`src/rtl/mmu_port_arbiter_pkg.sv`:
```
// Shared types for the MMU port arbiter: MMU interface codes, arbiter
// state encoding and grant-select codes.
package mmu_port_arbiter_pkg;

  typedef enum logic [2:0] {
    EXC_NONE        = 3'd0,
    EXC_TLB_MISS    = 3'd1,
    EXC_TLB_INVALID = 3'd2,
    EXC_TLB_MOD     = 3'd3,
    EXC_ADDR_ERR    = 3'd4
  } mmu_exception_t;

  typedef enum logic [1:0] {
    ACC_FETCH = 2'd0,
    ACC_LOAD  = 2'd1,
    ACC_STORE = 2'd2
  } mem_access_t;

  typedef enum logic [2:0] {
    CMD_NONE              = 3'd0,
    CMD_READ_REG          = 3'd1,
    CMD_WRITE_REG         = 3'd2,
    CMD_READ_TLB          = 3'd3,
    CMD_WRITE_TLB_INDEXED = 3'd4,
    CMD_WRITE_TLB_RANDOM  = 3'd5,
    CMD_PROBE_TLB         = 3'd6
  } mmu_cmd_t;

  typedef enum logic [2:0] {
    REG_INDEX    = 3'd0,
    REG_RANDOM   = 3'd1,
    REG_ENTRYLO0 = 3'd2,
    REG_ENTRYLO1 = 3'd3,
    REG_CONTEXT  = 3'd4,
    REG_PAGEMASK = 3'd5,
    REG_WIRED    = 3'd6,
    REG_ENTRYHI  = 3'd7
  } mmu_reg_t;

  typedef enum logic [1:0] {
    S_IDLE  = 2'd0,
    S_ISSUE = 2'd1,
    S_RESP  = 2'd2,
    S_RAND  = 2'd3
  } arb_state_t;

  typedef enum logic [1:0] {
    GNT_IF = 2'd0,
    GNT_D  = 2'd1,
    GNT_CP = 2'd2
  } gnt_t;

endpackage

```
`src/rtl/mmu_port_arbiter_random_ctr.sv`:
```
// Shadow copy of the MMU Random and Wired registers. Produces the value
// Random takes after the next random TLB write: it counts down and wraps
// from Wired back to the top entry.
module mmu_random_ctr #(
  parameter int ENTRY_ADDR_WIDTH = 3
) (
  input  logic                        clk,
  input  logic                        res,
  input  logic                        load_wired,
  input  logic                        load_rand,
  input  logic                        step,
  input  logic [ENTRY_ADDR_WIDTH-1:0] data,
  output logic [ENTRY_ADDR_WIDTH-1:0] rand_next
);

  localparam logic [ENTRY_ADDR_WIDTH-1:0] RAND_TOP = '1;

  logic [ENTRY_ADDR_WIDTH-1:0] rand_q;
  logic [ENTRY_ADDR_WIDTH-1:0] wired_q;

  // Next Random: wrap to the top entry once the wired boundary is reached.
  always_comb begin
    rand_next = (rand_q == wired_q) ? RAND_TOP : rand_q - 1'b1;
  end

  // Shadow register updates; writing Wired also restarts Random at the top.
  always_ff @(posedge clk or negedge res) begin
    if (!res) begin
      rand_q  <= RAND_TOP;
      wired_q <= '0;
    end else if (load_wired) begin
      wired_q <= data;
      rand_q  <= RAND_TOP;
    end else if (load_rand) begin
      rand_q <= data;
    end else if (step) begin
      rand_q <= rand_next;
    end
  end

endmodule

```
`src/rtl/mmu_port_arbiter.sv`:
```
// Shares the single MMU lookup/command port between fetch, data and CP0.
// Each granted request is issued for one cycle, the registered MMU result
// is captured and returned with a one-cycle ack. Random TLB writes are
// followed by a write of the next Random value back into the MMU.
module mmu_port_arbiter
  import mmu_port_arbiter_pkg::*;
#(
  parameter int ENTRY_ADDR_WIDTH = 3,
  parameter int STARVE_LIMIT     = 4
) (
  input  logic           clk,
  input  logic           res,
  input  logic           if_req,
  input  logic [31:0]    if_vaddr,
  output logic           if_ack,
  output logic [31:0]    if_paddr,
  output mmu_exception_t if_exc,
  input  logic           d_req,
  input  logic [31:0]    d_vaddr,
  input  mem_access_t    d_access,
  output logic           d_ack,
  output logic [31:0]    d_paddr,
  output mmu_exception_t d_exc,
  input  logic           cp_req,
  input  mmu_cmd_t       cp_cmd,
  input  mmu_reg_t       cp_reg,
  input  logic [31:0]    cp_wdata,
  output logic           cp_ack,
  output logic [31:0]    cp_rdata,
  output logic           mmu_addrValid,
  output logic [31:0]    mmu_vAddr,
  output mem_access_t    mmu_accessType,
  output mmu_cmd_t       mmu_cmd,
  output mmu_reg_t       mmu_reg,
  output logic [31:0]    mmu_dataIn,
  input  logic [31:0]    mmu_pAddr,
  input  mmu_exception_t mmu_exception,
  input  logic [31:0]    mmu_dataOut
);

  localparam int SC_W = $clog2(STARVE_LIMIT + 1);
  localparam logic [SC_W-1:0] STARVE_MAX = SC_W'(STARVE_LIMIT);

  arb_state_t state_reg, state_next;
  gnt_t       gnt_reg;
  mmu_cmd_t   cmd_reg;
  logic [SC_W-1:0] starve_cnt;

  logic req_if, req_d, req_cp, grant_valid;
  gnt_t grant;
  logic load_wired, load_rand, rand_step;
  logic [ENTRY_ADDR_WIDTH-1:0] rand_next;

  // Arbitration: a requester being acked this cycle is still holding req, so mask it.
  always_comb begin
    req_if      = if_req & ~if_ack;
    req_d       = d_req & ~d_ack;
    req_cp      = cp_req & ~cp_ack;
    grant       = GNT_IF;
    grant_valid = 1'b0;
    if (req_cp) begin
      grant       = GNT_CP;
      grant_valid = 1'b1;
    end else if (req_d && !(req_if && starve_cnt == STARVE_MAX)) begin
      grant       = GNT_D;
      grant_valid = 1'b1;
    end else if (req_if) begin
      grant       = GNT_IF;
      grant_valid = 1'b1;
    end
  end

  // Next-state sequencing: IDLE -> ISSUE -> RESP -> (RAND) -> IDLE.
  always_comb begin
    state_next = state_reg;
    case (state_reg)
      S_IDLE:  if (grant_valid) state_next = S_ISSUE;
      S_ISSUE: state_next = S_RESP;
      S_RESP:  state_next = (gnt_reg == GNT_CP && cmd_reg == CMD_WRITE_TLB_RANDOM) ? S_RAND : S_IDLE;
      S_RAND:  state_next = S_IDLE;
      default: state_next = S_IDLE;
    endcase
  end

  // State register.
  always_ff @(posedge clk or negedge res) begin
    if (!res) state_reg <= S_IDLE;
    else      state_reg <= state_next;
  end

  // During ISSUE the registered mmu_* outputs still hold the latched CP0 operands.
  assign load_wired = (state_reg == S_ISSUE) && (mmu_cmd == CMD_WRITE_REG) && (mmu_reg == REG_WIRED);
  assign load_rand  = (state_reg == S_ISSUE) && (mmu_cmd == CMD_WRITE_REG) && (mmu_reg == REG_RANDOM);
  assign rand_step  = (state_reg == S_RAND);

  mmu_random_ctr #(
    .ENTRY_ADDR_WIDTH(ENTRY_ADDR_WIDTH)
  ) u_random_ctr (
    .clk       (clk),
    .res       (res),
    .load_wired(load_wired),
    .load_rand (load_rand),
    .step      (rand_step),
    .data      (mmu_dataIn[ENTRY_ADDR_WIDTH-1:0]),
    .rand_next (rand_next)
  );

  // Datapath: latch the winner, drive the MMU for one cycle, capture and ack.
  always_ff @(posedge clk or negedge res) begin
    if (!res) begin
      gnt_reg        <= GNT_IF;
      cmd_reg        <= CMD_NONE;
      starve_cnt     <= '0;
      if_ack         <= 1'b0;
      if_paddr       <= '0;
      if_exc         <= EXC_NONE;
      d_ack          <= 1'b0;
      d_paddr        <= '0;
      d_exc          <= EXC_NONE;
      cp_ack         <= 1'b0;
      cp_rdata       <= '0;
      mmu_addrValid  <= 1'b0;
      mmu_vAddr      <= '0;
      mmu_accessType <= ACC_FETCH;
      mmu_cmd        <= CMD_NONE;
      mmu_reg        <= REG_INDEX;
      mmu_dataIn     <= '0;
    end else begin
      if_ack        <= 1'b0;
      d_ack         <= 1'b0;
      cp_ack        <= 1'b0;
      mmu_addrValid <= 1'b0;
      mmu_cmd       <= CMD_NONE;
      case (state_reg)
        S_IDLE: begin
          if (grant_valid) begin
            gnt_reg <= grant;
            cmd_reg <= (grant == GNT_CP) ? cp_cmd : CMD_NONE;
            if (grant == GNT_CP) begin
              mmu_cmd    <= cp_cmd;
              mmu_reg    <= cp_reg;
              mmu_dataIn <= cp_wdata;
            end else begin
              mmu_addrValid  <= 1'b1;
              mmu_vAddr      <= (grant == GNT_D) ? d_vaddr : if_vaddr;
              mmu_accessType <= (grant == GNT_D) ? d_access : ACC_FETCH;
            end
            if (grant == GNT_IF)
              starve_cnt <= '0;
            else if (grant == GNT_D && req_if && starve_cnt != STARVE_MAX)
              starve_cnt <= starve_cnt + 1'b1;
          end
        end
        S_RESP: begin
          case (gnt_reg)
            GNT_IF: begin
              if_paddr <= mmu_pAddr;
              if_exc   <= mmu_exception;
              if_ack   <= 1'b1;
            end
            GNT_D: begin
              d_paddr <= mmu_pAddr;
              d_exc   <= mmu_exception;
              d_ack   <= 1'b1;
            end
            default: begin
              if (cmd_reg == CMD_READ_REG) cp_rdata <= mmu_dataOut;
              if (cmd_reg == CMD_WRITE_TLB_RANDOM) begin
                mmu_cmd    <= CMD_WRITE_REG;
                mmu_reg    <= REG_RANDOM;
                mmu_dataIn <= {{(32 - ENTRY_ADDR_WIDTH){1'b0}}, rand_next};
              end else begin
                cp_ack <= 1'b1;
              end
            end
          endcase
        end
        S_RAND:  cp_ack <= 1'b1;
        default: ;
      endcase
    end
  end

endmodule

```
`config.mk`:
```
export PLATFORM = sky130hd
export DESIGN_NAME = mmu_port_arbiter
export DESIGN_NICKNAME = d
export VERILOG_FILES = /design/src/rtl/mmu_port_arbiter_pkg.sv /design/src/rtl/mmu_port_arbiter_random_ctr.sv /design/src/rtl/mmu_port_arbiter.sv
export SDC_FILE = /design/constraint.sdc
export NUM_CORES = 1
export LEC_CHECK = 0
export ABC_AREA = 1
export CAP_MARGIN = 40
export CORE_MARGIN = 3
export CORE_UTILIZATION = 25
export CTS_CLUSTER_DIAMETER = 60
export DETAILED_ROUTE_END_ITERATION = 12
export DONT_BUFFER_PORTS = 1
export PLACE_DENSITY_LB_ADDON = 0.15
export SLEW_MARGIN = 40
export SYNTH_ARGS = -nofsm -noshare
export SYNTH_HDL_FRONTEND = slang
export SYNTH_HIERARCHICAL = 1
export SYNTH_SLANG_ARGS = --single-unit
```
`constraint.sdc`:
```
create_clock -name clk -period 4.85 [get_ports clk]
set_input_delay 0.97 -clock clk [delete_from_list [all_inputs] [get_ports clk]]
set_output_delay 0.97 -clock clk [all_outputs]
set_load 0.005 [all_outputs]
```
# After elaboration in Yosys (flattened, before gate mapping)
# Cells that the tools add are included.
# W data, S select, Z words.
dict set report word_totals {
  elab_cells 113
  out_inout_bits 178
  regBits 194
  input_bits 176
}
dict set report op_classes {
  eq_ne 19
  muxes 41
  n_addsub 2
  n_reduce_logical 23
  bitwise_logic 8
}
# cell n
set op_table {}
lappend op_table {{$mux W32} 5}
lappend op_table {{$pmux W32 S2} 1}
lappend op_table {{$mux W3} 12}
lappend op_table {{$mux W1} 13}
lappend op_table {{$mux W2} 6}
lappend op_table {{$pmux W3 S2} 2}
lappend op_table {{$eq A3 B3 Y1 const B} 3}
lappend op_table {{$reduce_and A3 Y1} 3}
lappend op_table {{$eq A2 B2 Y1 const B} 4}
lappend op_table {{$logic_and A1 B1 Y1} 8}
lappend op_table {{$ne A2 B2 Y1 const B} 4}
lappend op_table {{$pmux W2 S4} 1}
lappend op_table {{$eq A2 B1 Y1 const B} 3}
lappend op_table {{$eq A3 B1 Y1 const B} 2}
lappend op_table {{$logic_not A2 Y1} 3}
lappend op_table {{$reduce_and A2 Y1} 3}
lappend op_table {{$not A1 Y1} 5}
lappend op_table {{$reduce_and A5 Y1} 1}
lappend op_table {{$reduce_bool A2 Y1} 2}
lappend op_table {{$add A3 B1 Y3 const B} 1}
lappend op_table {{$and A1 B1 Y1} 3}
lappend op_table {{$eq A3 B2 Y1 const B} 1}
lappend op_table {{$eq A3 B3 Y1} 1}
lappend op_table {{$ne A3 B3 Y1 const B} 1}
lappend op_table {{5 further kinds} 5}

# Longest topological paths before layout
# Gate-level depths: netlist of the first run.
dict set report depth {
  depth_word 12
  depth_mapped 10
  depth_no_buf 9
}

# Hierarchy
# Netlist of the first run, hierarchy kept.
# module area_each_um2 cells_per_inst n_inst seq_area_each_um2
set modules_own_cells {}
lappend modules_own_cells {mmu_port_arbiter 8070.2 903 1 4704.5}
lappend modules_own_cells {mmu_random_ctr 355.3 47 1 153.9}

# Worst setup path before layout of the first run
# No wires, ideal clock.
dict set report synth_path {
  path_kind {in2reg}
  start {input port d_req}
  end {register mmu_vAddr[10]}
  cell_stages 6
  path_buffers 1
  t_required_ps 4733
  arrival_time_ps 1767
  path_slack_ps 2965
  cell_sequence {inv_1 > nor2_1 > clkbuf_1 > nand3b_1 > nand3_1 > nand2_1}
}
dict set report synth_between {
  elab_chain_cells 7
  elab_cells_between_ends 11
  cone_classes {eq/ne: 2; mux: 5; bitwise: 2; reduce/logical: 2}
}
# item line_no
set synth_lines {}
lappend synth_lines {{start, declared} mmu_port_arbiter.sv:18} ;# input logic d_req,
lappend synth_lines {{$and A1 B1 Y1 (*)} mmu_port_arbiter.sv:57} ;# req_d = d_req & ~d_ack;
lappend synth_lines {{$logic_and A1 B1 Y1 (*)} mmu_port_arbiter.sv:64} ;# end else if (req_d && !(req_if && starve_cnt == STARVE_MAX)) begin
lappend synth_lines {{$mux W1} mmu_port_arbiter.sv:64}
lappend synth_lines {{$mux W2} mmu_port_arbiter.sv:61} ;# if (req_cp) begin
lappend synth_lines {{$eq A2 B2 Y1} mmu_port_arbiter.sv:139} ;# if (grant == GNT_CP) begin
lappend synth_lines {{$not A1 Y1 (no source line)} -}
lappend synth_lines {{$reduce_and A3 Y1 (no source line)} -}
lappend synth_lines {{end signal, assigned} mmu_port_arbiter.sv:145} ;# mmu_vAddr <= (grant == GNT_D) ? d_vaddr : if_vaddr;
lappend synth_lines {{end, declared} mmu_port_arbiter.sv:31} ;# output logic [31:0] mmu_vAddr,
# Every way passes the cells marked *; elsewhere a longest branch is shown, timed or not.
# A chain may end at the register's enable or synchronous reset.

# Worst setup path in the final report of the first run
dict set report layout_path {
  start {register state_reg[0]}
  end {register mmu_dataIn[24]}
}
dict set report layout_between {
  elab_chain_cells 3
  elab_cells_between_ends 9
  cone_classes {eq/ne: 5; mux: 1; reduce/logical: 3}
}
# item line_no
set layout_lines {}
lappend layout_lines {{start, declared} mmu_port_arbiter.sv:44} ;# arb_state_t state_reg, state_next;
lappend layout_lines {{start signal, assigned} mmu_port_arbiter.sv:88} ;# else state_reg <= state_next;
lappend layout_lines {{$eq A2 B2 Y1 or $logic_not A2 Y1 (tied branches)} mmu_port_arbiter.sv:134} ;# case (state_reg)
lappend layout_lines {{$ne A2 B2 Y1 (no source line) or $reduce_bool A2 Y1 (tied branches)} -}
lappend layout_lines {{$reduce_and A5 Y1 (no source line)} -}
lappend layout_lines {{end signal, assigned} mmu_port_arbiter.sv:142} ;# mmu_dataIn <= cp_wdata;
lappend layout_lines {{end signal, assigned} mmu_port_arbiter.sv:171} ;# mmu_dataIn <= {{(32 - ENTRY_ADDR_WIDTH){1'b0}}, rand_next};
lappend layout_lines {{end, declared} mmu_port_arbiter.sv:35} ;# output logic [31:0] mmu_dataIn,
# Parallel ways exist; a longest one is shown, timed or not.

==> impl_metrics.env, run 1 <==
export IMPL_vias=5939
export IMPL_area_growth_pct=11.3
export IMPL_synth_mux_area_frac=0
export IMPL_die_area_sq_mm=0.0359
export IMPL_worst_pin_slew_ps=767
export IMPL_grt_pass1_wl_microns=35300
export IMPL_synthesis_area_sq_mm=0.00843
export IMPL_drc=0
export IMPL_synth_seq_area_share=0.577
export IMPL_pwr_share_comb=0.241
export IMPL_cts_buffer_depth=2
export IMPL_post_synth_main_area_contributors="dfrtp_1, nand2_1, inv_1, o21ai_0, o21ai_2"
export IMPL_seqPwrFrac=0.509
export IMPL_synth_avg_cell_area_sq_um=8.87
export IMPL_design_area_sq_mm=0.00938
export IMPL_ioPinCount=354
export IMPL_grt_use_total=0.125
export IMPL_p_sw_w=0.00226
export IMPL_finalHoldViolations=0
export IMPL_critPathMostFrequentCell="nand2_1"
export IMPL_viasPerCell=4.28
export IMPL_ir_worst_vdd_mv=0.280
export IMPL_worst_slew_margin_rel=0.487
export IMPL_wl_per_cell_microns=16.6
export IMPL_wirelength_microns=23000
export IMPL_period_needed_ps=2320
export IMPL_synthesis_nets=1129
export IMPL_placed_area_sq_mm=0.00876
export IMPL_clkTransAtPathRegs_ps=70
export IMPL_grt_pass1_vias=5907
export IMPL_max_freq_ghz=0.431
export IMPL_die_y_microns=190
export IMPL_synth_top_family_by_area="simple AND/OR/NAND/NOR gates"
export IMPL_drive_gt1_frac=0.0976
export IMPL_placementRows=66
export IMPL_synth_distinct_cells=27
export IMPL_end_kind="flip-flop"
export IMPL_grt_max_degree=195
export IMPL_drv_slew=0
export IMPL_cts_buffers=17
export IMPL_layout_common_cells="nand2_1, dfrtp_1, inv_1, o21ai_0, nand3_1"
export IMPL_status="finished clean"
export IMPL_cts_setup_buffers=0
export IMPL_core_sq_mm=0.0329
export IMPL_p_per_area_mw_per_mm2=641
export IMPL_hpwl_microns=15600
export IMPL_fill_cells=3602
export IMPL_die_w_microns=190
export IMPL_crit_slowest_cell="nand2_2"
export IMPL_pre_cts_ws_ps=2100
export IMPL_synthCells=950
export IMPL_ctsHoldBuffers=0
export IMPL_first_pass_iters=5
export IMPL_crit_fanout=38
export IMPL_critPathTopFamily="simple AND/OR/NAND/NOR gates"
export IMPL_synth_adder_area_share=0.00446
export IMPL_setup_tns_ps=0
export IMPL_first_iter_violations=261
export IMPL_yosys_warnings=6
export IMPL_yosysTopAreaCell="dfrtp_1"
export IMPL_rsz0062_at_grt="no"
export IMPL_worstPathRequired_ps=5210
export IMPL_htreeDepth=4
export IMPL_start_util=0.256
export IMPL_gp_congestion=0.721
export IMPL_synth_simple_area_share=0.214
export IMPL_tritoncts="built"
export IMPL_final_util=0.285
export IMPL_worst_path_buf_inv=3
export IMPL_layout_worst_path_cycle_share=0.478
export IMPL_slowest_delay_ps=450
export IMPL_layout_commonest_cell="nand2_1"
export IMPL_synth_top_area_frac=0.567
export IMPL_critPathKind="reg -> reg"
export IMPL_skew_ps=13.0
export IMPL_netSwitchingFraction=0.376
export IMPL_finalWorstSetupSlack_ps=2530
export IMPL_intPower_w=0.00375
export IMPL_post_cts_resized=0
export IMPL_insertion_delay_ps=440
export IMPL_io_buffers=0
export IMPL_setup_violations=0
export IMPL_clock_sinks=194
export IMPL_ys_seq_elements=194
export IMPL_clock_power_share=0.250
export IMPL_cts_root_buf="clkbuf_16"
export IMPL_ant_nets=0
export IMPL_cp_start_kind="flip-flop"
export IMPL_hold_class="in -> async"
export IMPL_p_leak_nw=4.86
export IMPL_crit_chain="inv_1, nand2_4, inv_2, nand2_1, nand2_2, buf_4, nand2_1, o21ai_1"
export IMPL_gr_total_overflow=0
export IMPL_synth_compound_area_share=0.111
export IMPL_synth_xor_area_share=0.00312
export IMPL_cp_arrival_ps=2680
export IMPL_fin_nets=1109
export IMPL_antenna_found_initial=1
export IMPL_maxCapViolations=0
[cells in the mapped netlist]
cell      instances
o31ai_1           1
ha_1              3
a21oi_2           3
nand3_1          40
clkbuf_1         26
nand2_1         322
nand3_2           3
xnor2_1           3
o21ai_2          38
dfstp_2           3
nand4_4           1
buf_2             7
nand3b_1         33
inv_4             1
o21ai_0          92
inv_1           129
dfrtp_1         191
nor3_1            2
o21a_1            1
nor2_4            1
inv_2             1
a21oi_1           3
nor2_1           12
o21ai_1          17
buf_4             1
buf_6            12
nand2_2           4
[per-layer routing]
| metal | global-route usage | share of wire | up-vias |
|---|---|---|---|
| met1 | 0.159 | 0.43 | 2796 |
| met5 | 0 | 0 | - |
| li1 | - | - | 2904 |
| met2 | 0.187 | 0.45 | 222 |
| met3 | 0.0577 | 0.099 | 17 |
| met4 | 0.0455 | 0.015 | 0 |
[through the flow]
step           cells  hold WS, ps  power, W
5_1_grt         1386          189   0.00656
3_3_place_gp    1353          495   0.00459
4_1_cts         1385          185   0.00617
3_5_place_dp    1353          492   0.00462
2_1_floorplan    950          463   0.00412
6_report        1386          233   0.00602
[power by group through the flow]
stage	sequential, W	clock (W)	combinational (W)
global placement	0.00313	0	0.00146
global route	0.00317	0.00164	0.00175
CTS	0.00310	0.00158	0.00149
detailed placement	0.00311	0	0.00150
floorplan	0.00283	0	0.00129
finish	0.00306	0.00150	0.00145
[logic make-up (layout without fill, tap and decap cells)]
kind of cell,Yosys count,after routing
flip-flops,194,194
adder cells (fa/ha/maj),3,3
AND/OR/NAND/NOR,418,418
AO/OA/AOI/OAI,155,155
other,0,1
buffers and inverters,177,170
XOR/XNOR,3,3
[final cells by class]
type,count,area (sq um),share of cell area
flip-flops and latches,194,4860,0.518
multi-input cells,579,2810,0.299
well taps,442,553,0.0589
inverters,131,494,0.0527
clock buffers,22,464,0.0495
clock inverters,10,148,0.0157
repair buffers,7,56.3,0.00600
diodes,1,2.50,0.000267
[final timing paths]
kind	slack, ps	end	depth (start not counted)	start
setup / recovery	2530	mmu_dataIn[24]	8	state_reg[0]
hold / removal	230	mmu_dataIn[20]	0	res
setup reg to reg	2530	mmu_dataIn[24]	8	state_reg[0]
hold reg to reg	500	u_random_ctr/wired_q[2]	2	u_random_ctr/wired_q[2]
max in group asynchronous	4020	mmu_dataIn[15]	0	res
min in group clk	500	u_random_ctr/wired_q[2]	2	u_random_ctr/wired_q[2]
(Power assumes the default switching activity.)
==> run 2, diff against run 1 <==
Clock period 4.85 ns to 2 ns, I/O delays scaled along.
==> run 2 against run 1 <==
Against the previous run: the flow now finishes with violations (hold timing); clock skew is essentially flat; register-to-register slack lost 2200 ps; clock-buffer cell count shrank 4; combinational power is 150% higher; largest power group unchanged.
==> impl_metrics.env, run 2 (synthesized netlist as in run 1, its figures left out) <==
export IMPL_grt_use_total=0.126
export IMPL_reg2reg_slack_ps=290
export IMPL_die_w_microns=190
export IMPL_fill_cells=3598
export IMPL_wirelength_microns=22800
export IMPL_critPathKind="reg -> reg"
export IMPL_layout_commonest_cell="nand2_1"
export IMPL_core_sq_mm=0.0329
export IMPL_io_buffers=0
export IMPL_netSwitchingFraction=0.390
export IMPL_cts_buffers=17
export IMPL_r2r_end="mmu_dataIn[1]"
export IMPL_placementRows=66
export IMPL_p_leak_nw=4.89
export IMPL_cts_root_buf="clkbuf_16"
export IMPL_crit_chain="inv_1, nand2_2, inv_2, nand2_1, nand2_2, buf_6, inv_1, nand2_1, nand2_1"
export IMPL_max_freq_ghz=0.584
export IMPL_finalWorstSetupSlack_ps=286
export IMPL_grt_max_degree=195
export IMPL_p_per_area_mw_per_mm2=1530
export IMPL_crit_slowest_cell="dfrtp_1"
export IMPL_end_kind="flip-flop"
export IMPL_layout_worst_path_cycle_share=0.857
export IMPL_vias=5831
export IMPL_drc=0
export IMPL_hpwl_microns=15700
export IMPL_cp_arrival_ps=2050
export IMPL_pwr_share_comb=0.251
export IMPL_first_iter_violations=228
export IMPL_slowest_delay_ps=390
export IMPL_hold_class="in -> async"
export IMPL_clock_power_share=0.235
export IMPL_intPower_w=0.00878
export IMPL_worst_path_buf_inv=4
export IMPL_cp_start_kind="flip-flop"
export IMPL_fin_nets=1114
export IMPL_start_util=0.256
export IMPL_rr_startpoint="state_reg[0]"
export IMPL_skew_ps=12.7
export IMPL_gp_congestion=0.727
export IMPL_htreeDepth=4
export IMPL_reg2regPathDepth=9
export IMPL_pre_cts_ws_ps=141
export IMPL_crit_fanout=68
export IMPL_antenna_found_initial=0
export IMPL_worstPathRequired_ps=2330
export IMPL_drv_slew=0
export IMPL_finalHoldViolations=194
export IMPL_status="finished with violations"
export IMPL_area_growth_pct=11.6
export IMPL_seqPwrFrac=0.515
export IMPL_viasPerCell=4.20
export IMPL_critPathLaunch="state_reg[0]"
export IMPL_setup_tns_ps=0
export IMPL_worst_slew_margin_rel=0.625
export IMPL_clkTransAtPathRegs_ps=80
export IMPL_tritoncts="built"
export IMPL_ir_worst_vdd_mv=0.549
export IMPL_ioPinCount=354
export IMPL_drive_gt1_frac=0.105
export IMPL_crit_cells=9
export IMPL_setup_violations=0
export IMPL_rsz0062_at_grt="no"
export IMPL_die_y_microns=190
export IMPL_p_sw_w=0.00561
export IMPL_cts_buffer_depth=2
export IMPL_die_area_sq_mm=0.0359
export IMPL_hold_ws_ps=-337
export IMPL_maxCapViolations=0
export IMPL_ant_nets=0
export IMPL_violations="hold timing"
export IMPL_antennaDiodeCount=0
export IMPL_critPathMostFrequentCell="nand2_1"
export IMPL_grt_pass1_vias=5996
export IMPL_total_power_w=0.0144
export IMPL_insertion_delay_ps=440
export IMPL_period_needed_ps=1710
export IMPL_worst_pin_slew_ps=562
export IMPL_gr_total_overflow=0
export IMPL_first_pass_iters=4
export IMPL_wl_per_cell_microns=16.4
export IMPL_clock_sinks=194
export IMPL_critPathTopFamily="buffers and inverters"
export IMPL_grt_pass1_wl_microns=35500
export IMPL_layout_common_cells="nand2_1, dfrtp_1, inv_1, o21ai_0, nand3_1"
run 2: cell count changes in the layout (fill, tap and decap cells not counted), sizes merged:
| cell | change |
|---|---|
| diode | -1 |
| clkbuf | -4 |
| bufinv | -3 |
| clkinv | +3 |
| buf | +5 |
| clkinvlp | -2 |
| inv | +5 |
run 2: worst max-delay path by stage:
| stage | slack [ps] | end |
|---|---|---|
| after floorplan | 430 | u_random_ctr/rand_q[0] |
| after global placement | 160 | mmu_dataIn[0] |
| after detailed placement | 140 | mmu_dataIn[1] |
| after CTS | 130 | mmu_dataIn[1] |
| after global routing | 20 | d_paddr[28] |
| final | 290 | mmu_dataIn[1] |
run 2: through the flow:
step	instance area, sq um	cells	util
floorplan	8430	950	-
global placement	8830	1358	0.269
detailed placement	8830	1358	0.269
CTS	9400	1389	0.286
global route	9400	1389	0.286
finish	9400	1389	0.286
run 2: metal layers:
metal,up-vias,GRT usage,routed length (microns)
li1,2914,-,-
met1,2693,0.158,9840
met2,216,0.196,10600
met4,0,0.0330,207
met5,-,0,0
met3,8,0.0591,2180
run 2: power groups by stage:
stage | clock [W] | sequential (W) | combinational, W
global route | 0.00373 | 0.00766 | 0.00436
finish | 0.00337 | 0.00741 | 0.00361
detailed placement | 0 | 0.00754 | 0.00369
floorplan | 0 | 0.00687 | 0.00312
CTS | 0.00355 | 0.00749 | 0.00368
global placement | 0 | 0.00759 | 0.00359
run 2: final cells by class:
cell class,instances,area (sq um),area share
multi-input cells,579,2800,0.298
clock inverters,13,123,0.0130
inverters,131,494,0.0526
well taps,442,553,0.0588
repair buffers,12,131,0.0140
clock buffers,18,439,0.0467
flip-flops and latches,194,4860,0.517
run 2: what timing repair did:
| action | 4_1_cts | 5_1_grt |
|---|---|---|
| setup buffers | 0 | 0 |
| endpoints found under the hold margin | 194 | 194 |
| resized for setup | 0 | 1 |
| setup endpoints to repair | 0 | 3 |
==> run 3, diff against run 2 <==
Settings changed: SYNTH_HIERARCHICAL 1 to unset.
==> run 3 against run 2 <==
Against the previous run: the run still ends with hold timing left; die area decreased by 3.8%; sequential share of layout area increased by 1.5 points; flip-flop and latch count is the same; clock power up 8.3%; total power increased by 1.9%; largest cell class unchanged; cell count decreased by 3.8%; register-to-register slack barely moved; non-clock buffer count decreased by 2; hold slack worse by 7.7 ps; first-iteration DRC count rose by 24%; largest power group unchanged; clock skew rose by 1.3 ps; synthesized area is 3.9% lower.
==> impl_metrics.env, run 3 <==
export IMPL_synth_distinct_cells=33
export IMPL_layout_worst_path_cycle_share=0.856
export IMPL_antennaDiodeCount=0
export IMPL_pwr_share_comb=0.231
export IMPL_grt_pass1_wl_microns=34800
export IMPL_cts_buffer_depth=2
export IMPL_cp_arrival_ps=2040
export IMPL_use_met1=0.163
export IMPL_yosys_warnings=0
export IMPL_critPathKind="reg -> reg"
export IMPL_setup_tns_ps=0
export IMPL_htreeDepth=4
export IMPL_synth_xor_area_share=0.00324
export IMPL_core_sq_mm=0.0317
export IMPL_grt_max_degree=195
export IMPL_synth_edff_count=0
export IMPL_worstPathRequired_ps=2330
export IMPL_synth_compound_area_share=0.101
export IMPL_grt_util_met3=0.0567
export IMPL_seqPwrFrac=0.520
export IMPL_maxCapViolations=0
export IMPL_worst_slew_margin_rel=0.537
export IMPL_viasPerCell=4.36
export IMPL_synth_top_family_by_area="simple AND/OR/NAND/NOR gates"
export IMPL_crit_fanout=64
export IMPL_drc=0
export IMPL_layout_commonest_cell="nand2_1"
export IMPL_async_flop_share=1.00
export IMPL_critPathLaunch="cp_ack"
export IMPL_p_per_area_mw_per_mm2=1600
export IMPL_layout_common_cells="nand2_1, dfrtp_1, inv_1, o21ai_0, nor2_1"
export IMPL_gp_congestion=0.775
export IMPL_die_area_sq_mm=0.0346
export IMPL_synth_top_cells_by_count="nand2_1, dfrtp_1, inv_1, o21ai_0, nor2_1"
export IMPL_area_growth_pct=12.8
export IMPL_worst_pin_slew_ps=694
export IMPL_synth_adder_area_share=0.00463
export IMPL_wirelength_microns=22800
export IMPL_cts_setup_buffers=0
export IMPL_synthFlopType="dfrtp_1"
export IMPL_die_y_microns=186
export IMPL_p_sw_w=0.00560
export IMPL_start_util=0.255
export IMPL_synth_avg_cell_area_sq_um=8.68
export IMPL_hpwl_microns=15800
export IMPL_max_freq_ghz=0.584
export IMPL_io_buffers=0
export IMPL_grt_pass1_vias=5831
export IMPL_die_w_microns=186
export IMPL_period_needed_ps=1710
export IMPL_synth_simple_area_share=0.203
export IMPL_insertion_delay_ps=440
export IMPL_end_kind="flip-flop"
export IMPL_p_leak_nw=4.77
export IMPL_clkTransAtPathRegs_ps=70
export IMPL_post_synth_main_area_contributors="dfrtp_1, nand2_1, o21ai_0, inv_1, o21ai_1"
export IMPL_synth_top_area_frac=0.590
export IMPL_ioPinCount=354
export IMPL_cts_root_buf="clkbuf_16"
export IMPL_rr_startpoint="cp_ack"
export IMPL_grt_busiest_layer="met2"
export IMPL_synth_most_common_cell="nand2_1"
export IMPL_tritoncts="built"
export IMPL_netSwitchingFraction=0.382
export IMPL_gr_total_overflow=0
export IMPL_first_pass_iters=5
export IMPL_hold_class="in -> async"
export IMPL_ant_nets=0
export IMPL_drive_gt1_frac=0.0685
export IMPL_rsz0062_at_grt="no"
export IMPL_intPower_w=0.00905
export IMPL_total_power_w=0.0147
export IMPL_placementRows=65
export IMPL_yosysTopAreaCell="dfrtp_1"
export IMPL_hold_ws_ps=-345
export IMPL_drv_slew=0
export IMPL_fin_nets=1100
export IMPL_ir_worst_vdd_mv=0.606
export IMPL_clock_sinks=194
export IMPL_synth_seq_area_share=0.600
export IMPL_skew_ps=14.0
export IMPL_synth_mux_area_frac=0
export IMPL_cp_start_kind="flip-flop"
export IMPL_vias=5825
export IMPL_status="finished with violations"
export IMPL_setup_violations=0
export IMPL_cts_buffers=17
export IMPL_clock_power_share=0.249
export IMPL_ys_seq_elements=194
export IMPL_wl_per_cell_microns=17.1
export IMPL_final_util=0.288
export IMPL_grtUsageMet2=0.205
export IMPL_first_iter_violations=283
export IMPL_violations="hold timing"
export IMPL_antenna_found_initial=0
export IMPL_synthCells=933
export IMPL_finalHoldViolations=194
export IMPL_synthesis_area_sq_mm=0.00810
export IMPL_synthesis_nets=1112
export IMPL_grt_use_total=0.130
[run 3: changes by cell type after synthesis, sizes merged, moves of 2 or more]
| cell | previous run | this run |
|---|---|---|
| inv | 131 | 133 |
| o21ai | 147 | 150 |
| a21oi | 6 | 4 |
| nand2 | 326 | 300 |
| nand3b | 33 | 0 |
| o22ai | 0 | 3 |
| nor2 | 13 | 50 |
| clkbuf | 26 | 15 |
| nor3 | 2 | 4 |
| buf | 20 | 26 |
[run 3: cell type report]
class / instances / area [sq um]
Clock buffer: 18 / 429
Clock inverter: 14 / 188
Fill cell: 3420 / 22600
Inverter: 133 / 499
Multi-Input combinational cell: 565 / 2530
Sequential cell: 194 / 4860
Tap cell: 402 / 503
Timing Repair Buffer: 10 / 129
[run 3: metrics by stage]
step / instance area (sq um) / worst slack [ps] / std cells
6_report: 9130 / 288 / 1336
5_1_grt: 9130 / 107 / 1336
4_1_cts: 9130 / 85.6 / 1336
3_5_place_dp: 8510 / 99.5 / 1304
3_3_place_gp: 8510 / 142 / 1304
2_1_floorplan: 8100 / 634 / 933
[run 3: logic make-up (layout without fill, tap and decap cells)]
| kind of cell | count (synthesis) | count (layout) |
|---|---|---|
| adders and majority gates | 3 | 3 |
| DFF | 194 | 194 |
| buffers and inverters | 174 | 175 |
| xor gates and xnor gates | 3 | 3 |
| AOI/OAI and AO/OA | 160 | 160 |
| and+or+nand+nor | 399 | 399 |
[run 3: worst paths after layout]
check | end | slack (ps) | cells after the start
setup / recovery | mmu_vAddr[25] | 290 | 7
setup reg to reg | mmu_vAddr[25] | 290 | 7
hold reg to reg | mmu_dataIn[8] | 500 | 2
min in group clk | mmu_cmd[0] | 80 | 2
hold / removal | cp_rdata[15] | -340 | 0
max in group asynchronous | u_random_ctr.rand_q[0] | 2060 | 0
[run 3: critical path: stages (launching register included)]
cell and delay, ps:
dfrtp_1 440, nor2_4 280, inv_1 120, nand3_2 90, buf_6 360, nand2_1 100, nand2_1 80, o21ai_1 60
[run 3: per-layer routing]
metal	share of wire	vias up
met5	0	-
met4	0.016	0
met3	0.089	18
met2	0.49	211
met1	0.41	2742
li1	-	2854
[run 3: power groups by stage]
| stage | clock network, W | logic, W | registers, W |
|---|---|---|---|
| CTS | 0.00382 | 0.00348 | 0.00771 |
| global placement | 0 | 0.00337 | 0.00779 |
| finish | 0.00365 | 0.00338 | 0.00763 |
| global route | 0.00398 | 0.00410 | 0.00791 |
| detailed placement | 0 | 0.00350 | 0.00775 |
| floorplan | 0 | 0.00281 | 0.00704 |
[run 3: what timing repair did]
action / CTS / global route
setup endpoints to repair: 0 / 26
gates resized for setup: 0 / 1
hold endpoints to repair: 194 / 194
